--- src/rtl/pc_pkg.sv ---
// Shared definitions for the program-counter unit: op encoding and RAS error bit positions.
package pc_pkg;

  typedef enum logic [2:0] {
    NEXT   = 3'd0,
    JUMP   = 3'd1,
    BRANCH = 3'd2,
    CALL   = 3'd3,
    RET    = 3'd4
  } pc_op_t;

  // Bit positions inside the sticky {overflow, underflow} error vector
  localparam int unsigned RAS_ERR_OVF = 1;
  localparam int unsigned RAS_ERR_UNF = 0;

endpackage

--- src/rtl/pc_ras.sv ---
// Return-address stack: circular LIFO, a push while full overwrites the oldest entry.
// A pop while empty leaves the pointer and count untouched.
module pc_ras
  import pc_pkg::*;
#(
  parameter int unsigned AW        = 8,
  parameter int unsigned RAS_DEPTH = 4
) (
  input  logic          i_clk,
  input  logic          i_rst,
  input  logic          i_push,
  input  logic          i_pop,
  input  logic [AW-1:0] i_data,
  output logic [AW-1:0] o_data,
  output logic          o_empty,
  output logic          o_full
);

  localparam int unsigned PW = $clog2(RAS_DEPTH);
  localparam logic [PW:0] CNT_MAX = (PW + 1)'(RAS_DEPTH);

  logic [AW-1:0] r_mem [RAS_DEPTH];
  logic [PW-1:0] r_top;  // next free slot; top entry sits at r_top-1
  logic [PW:0]   r_cnt;
  logic [PW-1:0] w_top_m1;

  assign w_top_m1 = r_top - PW'(1);
  assign o_data   = r_mem[w_top_m1];
  assign o_empty  = (r_cnt == '0);
  assign o_full   = (r_cnt == CNT_MAX);

  // Storage write; the pointer wraps so a push when full lands on the oldest entry
  always_ff @(posedge i_clk) begin
    if (!i_rst && i_push) begin
      r_mem[r_top] <= i_data;
    end
  end

  // Pointer and occupancy update; count saturates at RAS_DEPTH
  always_ff @(posedge i_clk) begin
    if (i_rst) begin
      r_top <= '0;
      r_cnt <= '0;
    end else if (i_push) begin
      r_top <= r_top + PW'(1);
      if (!o_full) begin
        r_cnt <= r_cnt + (PW + 1)'(1);
      end
    end else if (i_pop && !o_empty) begin
      r_top <= w_top_m1;
      r_cnt <= r_cnt - (PW + 1)'(1);
    end
  end

endmodule

--- src/rtl/pc_unit.sv ---
// Program-counter unit: next-PC mux, PC register, return-address stack and sticky RAS errors.
// Optional feature macro PC_TRAP_EN adds a trap input and an exception-PC output.
module pc_unit
  import pc_pkg::*;
#(
  parameter int unsigned AW        = 8,
  parameter int unsigned STEP      = 1,
  parameter int unsigned RESET_VEC = 0,
  parameter int unsigned RAS_DEPTH = 4,
  parameter int unsigned TRAP_VEC  = 'hF0
) (
  input  logic          i_clk,
  input  logic          i_rst,
  input  logic          i_run,
  input  logic [2:0]    i_op,
  input  logic          i_cond,
  input  logic [AW-1:0] i_target,
  input  logic [AW-1:0] i_offset,
  output logic [AW-1:0] o_pc,
  output logic [AW-1:0] o_pc_next,
  output logic          o_ras_empty,
  output logic          o_ras_full,
  output logic [1:0]    o_ras_err
`ifdef PC_TRAP_EN
  ,
  input  logic          i_trap,
  output logic [AW-1:0] o_epc
`endif
);

  localparam logic [AW-1:0] STEP_W  = AW'(STEP);
  localparam logic [AW-1:0] RESET_W = AW'(RESET_VEC);
  localparam logic [AW-1:0] TRAP_W  = AW'(TRAP_VEC);

  logic [AW-1:0] r_pc;
  logic [1:0]    r_ras_err;
  logic [AW-1:0] w_pc_next;
  logic [AW-1:0] w_seq;
  logic [AW-1:0] w_ras_data;
  logic          w_trap;
  logic          w_op_act;  // an op (not stall, not trap) is taken this cycle
  logic          w_push;
  logic          w_pop;

`ifdef PC_TRAP_EN
  logic [AW-1:0] r_epc;
  assign w_trap = i_trap;
  assign o_epc  = r_epc;

  // Capture the interrupted PC when a trap is taken
  always_ff @(posedge i_clk) begin
    if (i_rst) begin
      r_epc <= '0;
    end else if (i_run && i_trap) begin
      r_epc <= r_pc;
    end
  end
`else
  assign w_trap = 1'b0;
`endif

  assign w_seq    = r_pc + STEP_W;
  assign w_op_act = i_run && !w_trap && !i_rst;
  assign w_push   = w_op_act && (i_op == CALL);
  assign w_pop    = w_op_act && (i_op == RET) && !o_ras_empty;

  pc_ras #(
    .AW       (AW),
    .RAS_DEPTH(RAS_DEPTH)
  ) u_ras (
    .i_clk  (i_clk),
    .i_rst  (i_rst),
    .i_push (w_push),
    .i_pop  (w_pop),
    .i_data (w_seq),
    .o_data (w_ras_data),
    .o_empty(o_ras_empty),
    .o_full (o_ras_full)
  );

  // Next-PC selection; stall holds, trap outranks op, unknown op codes step sequentially
  always_comb begin
    w_pc_next = r_pc;
    if (i_run) begin
      if (w_trap) begin
        w_pc_next = TRAP_W;
      end else begin
        case (i_op)
          JUMP:    w_pc_next = i_target;
          BRANCH:  w_pc_next = i_cond ? (r_pc + i_offset) : w_seq;
          CALL:    w_pc_next = i_target;
          RET:     w_pc_next = o_ras_empty ? w_seq : w_ras_data;
          default: w_pc_next = w_seq;
        endcase
      end
    end
  end

  // PC register
  always_ff @(posedge i_clk) begin
    if (i_rst) begin
      r_pc <= RESET_W;
    end else begin
      r_pc <= w_pc_next;
    end
  end

  // Sticky RAS error flags, cleared only by reset
  always_ff @(posedge i_clk) begin
    if (i_rst) begin
      r_ras_err <= 2'b00;
    end else if (w_op_act) begin
      if (i_op == CALL && o_ras_full) begin
        r_ras_err[RAS_ERR_OVF] <= 1'b1;
      end
      if (i_op == RET && o_ras_empty) begin
        r_ras_err[RAS_ERR_UNF] <= 1'b1;
      end
    end
  end

  assign o_pc      = r_pc;
  assign o_pc_next = w_pc_next;
  assign o_ras_err = r_ras_err;

endmodule
--- config.mk ---
export PLATFORM = sky130hd
export DESIGN_NAME = pc_unit
export DESIGN_NICKNAME = d
export VERILOG_FILES = /design/src/rtl/pc_pkg.sv /design/src/rtl/pc_ras.sv /design/src/rtl/pc_unit.sv
export SDC_FILE = /design/constraint.sdc
export NUM_CORES = 1
export LEC_CHECK = 0
export CAP_MARGIN = 0
export CORE_MARGIN = 1.5
export CORE_UTILIZATION = 40
export CTS_CLUSTER_DIAMETER = 100
export CTS_CLUSTER_SIZE = 28
export DETAILED_ROUTE_END_ITERATION = 6
export GPL_TIMING_DRIVEN = 0
export PLACE_DENSITY = 0.67
export SLEW_MARGIN = 25
export SYNTH_ARGS = -nofsm -noshare
export SYNTH_HDL_FRONTEND = slang
export SYNTH_SLANG_ARGS = --single-unit
--- constraint.sdc ---
create_clock -name i_clk -period 4.6 [get_ports i_clk]
set_input_delay 0.46 -clock i_clk [delete_from_list [all_inputs] [get_ports i_clk]]
set_output_delay 0.46 -clock i_clk [all_outputs]
set_load 0.01 [all_outputs]
Yosys cells after proc, flatten, opt, wreduce, memory -nomap -nowiden
Memories as Yosys holds them, arrays and structs flattened.
Index checks and enable logic that the tools add are counted.
{ "classes": {"addsub": 6, "n_eq_ne": 6, "mux": 11, "n_reduce_logical": 16} }
{ "ops": {"columns": ["operator", "count"], "rows": [
  ["$mux W8", 3],
  ["$pmux W8 S3", 1],
  ["$mux W3", 3],
  ["$add A8 B1 Y8 const B", 1],
  ["$add A8 B8 Y8", 1],
  ["$logic_and A1 B1 Y1", 8],
  ["$eq A3 B2 Y1 const B", 2],
  ["$eq A3 B3 Y1 const B", 2],
  ["$reduce_and A2 Y1", 3],
  ["$mux W2", 2],
  ["$add A3 B1 Y3 const B", 1],
  ["$eq A3 B1 Y1 const B", 1],
  ["$logic_not A3 Y1", 1],
  ["$sub A3 B1 Y3 const B", 1],
  ["$add A2 B1 Y2 const B", 1],
  ["$logic_not A1 Y1", 2],
  ["$mux W1", 2],
  ["$ne A2 B2 Y1 const B", 1],
  ["$reduce_bool A2 Y1", 1],
  ["$reduce_or A2 Y1", 1],
  ["$sub A2 B1 Y2 const B", 1]
]} }
{ "totals": {"register_bits": 15, "ram_bits": 32, "input_bits": 23, "output_inout_bits": 20, "word_cells": 45, "n_memories": 1} }
{ "memory_table": {"columns": ["memory", "depth", "width", "rd", "rd_ports_with_merged_regs", "write_ports", "line", "source"], "rows": [
  ["u_ras.r_mem", 4, 8, 1, 0, 1, "pc_ras.sv:22", "logic [AW-1:0] r_mem [RAS_DEPTH];"]
]} }

Longest topological paths before layout
{ "logic_depth": {"ltp_word": 7, "ltp_mapped": 9, "depth_no_buf": 7} }

By module
From an unflattened synthesis, not the netlist that was laid out.
{ "unflattened": {"hier_cells": 215, "hier_area_um2": 2598.7} }
{ "modules_own_cells": {"columns": ["module", "n_inst", "cells_each", "area_per_inst_um2", "seq_area_each_um2"], "rows": [
  ["pc_ras", 1, 90, 1545.2, 1061.0],
  ["pc_unit", 1, 125, 1053.5, 200.2]
]} }

Worst setup path before layout
Ideal clock, no wire load.
{ "synth_path": {"kind": "register -> output", "start": "reg u_ras.r_top[0]", "end": "out o_pc_next[2]", "t_arrival_ps": 2132, "t_required_ps": 4140, "path_slack_ps": 2008, "stages_incl_launch_ff": 9, "n_path_buf": 2, "cell_sequence": "dfxtp_1 -> buf_6 -> inv_1 -> ha_1 -> clkbuf_1 -> mux4_2 -> and3_1 -> o31a_1 -> o32a_1"} }
{ "synth_between": {"elab_chain_cells": 5} }
{ "synth_rtl": {"columns": ["element", "line", "source"], "rows": [
  ["start, declared", "pc_ras.sv:23", "logic [PW-1:0] r_top;"],
  ["start signal, assigned", "pc_ras.sv:45", "r_top <= r_top + PW'(1);"],
  ["start signal, assigned", "pc_ras.sv:50", "r_top <= w_top_m1;"],
  ["$sub A2 B1 Y2", "pc_ras.sv:27", "assign w_top_m1 = r_top - PW'(1);"],
  ["$mem_v2 Z4 W8", null, null],
  ["$mux W8", "pc_unit.sv:92", "RET: w_pc_next = o_ras_empty ? w_seq : w_ras_data;"],
  ["$pmux W8 S3", "pc_unit.sv:88", "case (i_op)"],
  ["$mux W8", "pc_unit.sv:84", "if (i_run) begin"],
  ["end, declared", "pc_unit.sv:20", "output logic [AW-1:0] o_pc_next,"]
]} }
Every way passes these cells.

Final worst setup path
Same ends and word-level chain as after synthesis.

==> results.cfg <==
[synth]
synthTopCellsByArea = edfxtp_1 (35%), dfxtp_1 (11%), mux4_1 (5.7%)
synth_area_per_cell_um2 = 11.4
synth_top_flop_cell = edfxtp_1
synthTopCellsByCount = edfxtp_1 (32), nor2_1 (18), a21oi_1 (15), dfxtp_1 (15), ha_1 (12)
synth-warning-count = 0
synth.top_cell.area_share_pct = 34.8
synth.most_common_cell = edfxtp_1
async_flop_share_pct = 0
yosysSeqAreaShare_pct = 45.7
synth_nets = 279
yosys.area.top_type = edfxtp_1
synth_edf_count = 32
syn_area_mm2 = 0.00276
synthDistinctLibCells = 59
netlist_instances = 242
synth_seq_cells = 47

[routing]
vias = 2105
routed_wl_um = 6530
drt_iter0_drc = 88
first_pass_iters = 4
vias_per_cell = 5.72
drc = 0
routedWlPerCell_um = 17.7
antenna_left = 0

[sta]
period_needed_ns = 3.67
fin_setup_tns_ns = 0
final-max-slew-violation-count = 0
min_period_over_period_pct = 79.8
hold_viol = 0
tightest_slew_ns = 0.569
max_clock_freq_mhz = 272
fin_skew_ns = 0.0117
setup_viol = 0
rsz0062_at_grt = no
slew_headroom_pct = 62.1
hold_slack_ns = 0.486

[layout]
areaGrowthSynthToFinish_pct = 21.4
post-route-util_pct = 49.9
drive_above_1_share_pct = 9.03
post-route-cell-area_mm2 = 0.00335
finalNetCount = 324
layout.cells.non_filler = 368
diodes = 0

[power]
max-vdd-ir-drop_mv = 0.113
pwr-share-comb_pct = 19.3
netSwitchingFraction_pct = 26.1
power_frac_seq_pct = 49.0
p_int_mw = 0.718
p_per_area_mw_per_mm2 = 290
p_sw_mw = 0.253
pwr-share-clk_pct = 31.6
leakagePower_nw = 1.19

[global_route]
grt_pass1_wl_um = 10400
grt_pass1_vias = 2029
antenna_found_initial = 0
globalRouteOverflowTotal = 0
grt_usage_pct = 18.4
grt_max_degree = 16

[clock_network]
clock-sinks = 47
cts_buffers = 5
h-tree-depth = 2
clkLatencyLatePin_ns = 0.30
cts_setup_buffers = 0
clockRootBuffer = clkbuf_8
cts_tree = done
postCtsHoldBufs = 0
cts-resized-gates = 0
clkTransAtPathRegs_ns = 0.08
cts.path.max_buffers = 2

[status]
outcome = finished, final reports clean

[floorplan]
core_area_mm2 = 0.00672
die_w_um = 86.1
die_area_mm2 = 0.00741
ios = 43
die_h_um = 86.1
rows = 30
initial_core_util_pct = 41.1

[placed_design]
place_inst = 360
finalWeightedCongestion = 0.873
hpwl_um = 4830
port_buffers = 38
placed_cell_area_mm2 = 0.00324

[worst_setup_path]
worstPathArrival_ns = 3.21
endpoint_kind = output pin
cp_max_fo = 10
worst-setup-path-type = reg2out
cp.required_ns = 4.14
cp-start-kind = register

[flow_run]
drv_cap = 0

[hold_path]
min_path_type = reg2reg
## stage by stage
step / worst slack, ns / power (mW)
finish: 0.930 / 0.971
floorplan: 2.01 / 0.593
CTS: 0.858 / 0.978
global route: 0.672 / 1.01
detailed placement: 1.19 / 0.672
global placement: 1.20 / 0.671
## worst paths after layout
kind | from | cells after the start | slack, ns | endpoint
hold / removal | o_ras_err[1] | 2 | 0.49 | o_ras_err[1]
hold reg to reg | o_ras_err[1] | 2 | 0.49 | o_ras_err[1]
setup / recovery | u_ras.r_top[0] | 9 | 0.93 | o_pc_next[2]
setup reg to reg | u_ras.r_top[0] | 9 | 1.94 | o_pc[2]
## critical path: stages (launching register included)
cell and delay (ns):
dfxtp_1 0.39, buf_6 0.19, inv_1 0.09, ha_1 0.28, clkbuf_1 0.42, mux4_2 0.38, and3_1 0.21, o31a_1 0.27
o32a_1 0.20, clkdlybuf4s50_1 0.49
## power groups by stage
stage,clock (mW),sequential (mW),combinational [mW]
detailed placement,0,0.486,0.186
floorplan,0,0.484,0.109
global placement,0,0.486,0.184
global route,0.331,0.479,0.203
finish,0.307,0.476,0.188
CTS,0.315,0.476,0.187
## placed cells by master (no fill, tap or decap), drive strengths merged, types with 9 or more instances in the layout
cell	n
a21oi	15
clkbuf	10
clkdlybuf4s50	38
dfxtp	15
edfxtp	32
ha	12
inv	10
nand3	11
nor2	18
xnor2	9
## flip-flops by register name, summed over array words and instances, names as in the netlist
signal       cells
o_pc             8
u_ras.r_top      2
o_ras_err        2
u_ras.r_mem     32
u_ras.r_cnt      3
## kinds of logic after synthesis
family | count (synthesis) | share of synthesized area, %
buf+inv | 21 | 3.76
compound gates | 58 | 14.7
xor+xnor | 13 | 4.13
flops | 47 | 45.7
mux | 11 | 8.43
simple gates | 78 | 16.4
fa+ha+maj | 14 | 6.89
## metal layers
metal,part of all wire [%],wire (µm),GRT usage [%],vias up
met3,4.5,296,2.89,14
met1,44,2870,23.8,1007
li1,-,-,-,1027
met5,0,0,0,-
met4,2.5,161,7.33,0
met2,49,3190,30.9,57
## final cells by class
cell class | instances | area [µm²]
clock inverter | 3 | 42.5
multi-input combinational | 174 | 1400
tap | 80 | 100
clock buffer | 5 | 68.8
fill | 615 | 3370
inverter | 9 | 33.8
timing repair buffer | 38 | 380
sequential | 47 | 1260
buffer | 12 | 70.1
Power figures use the tool's default switching activity.
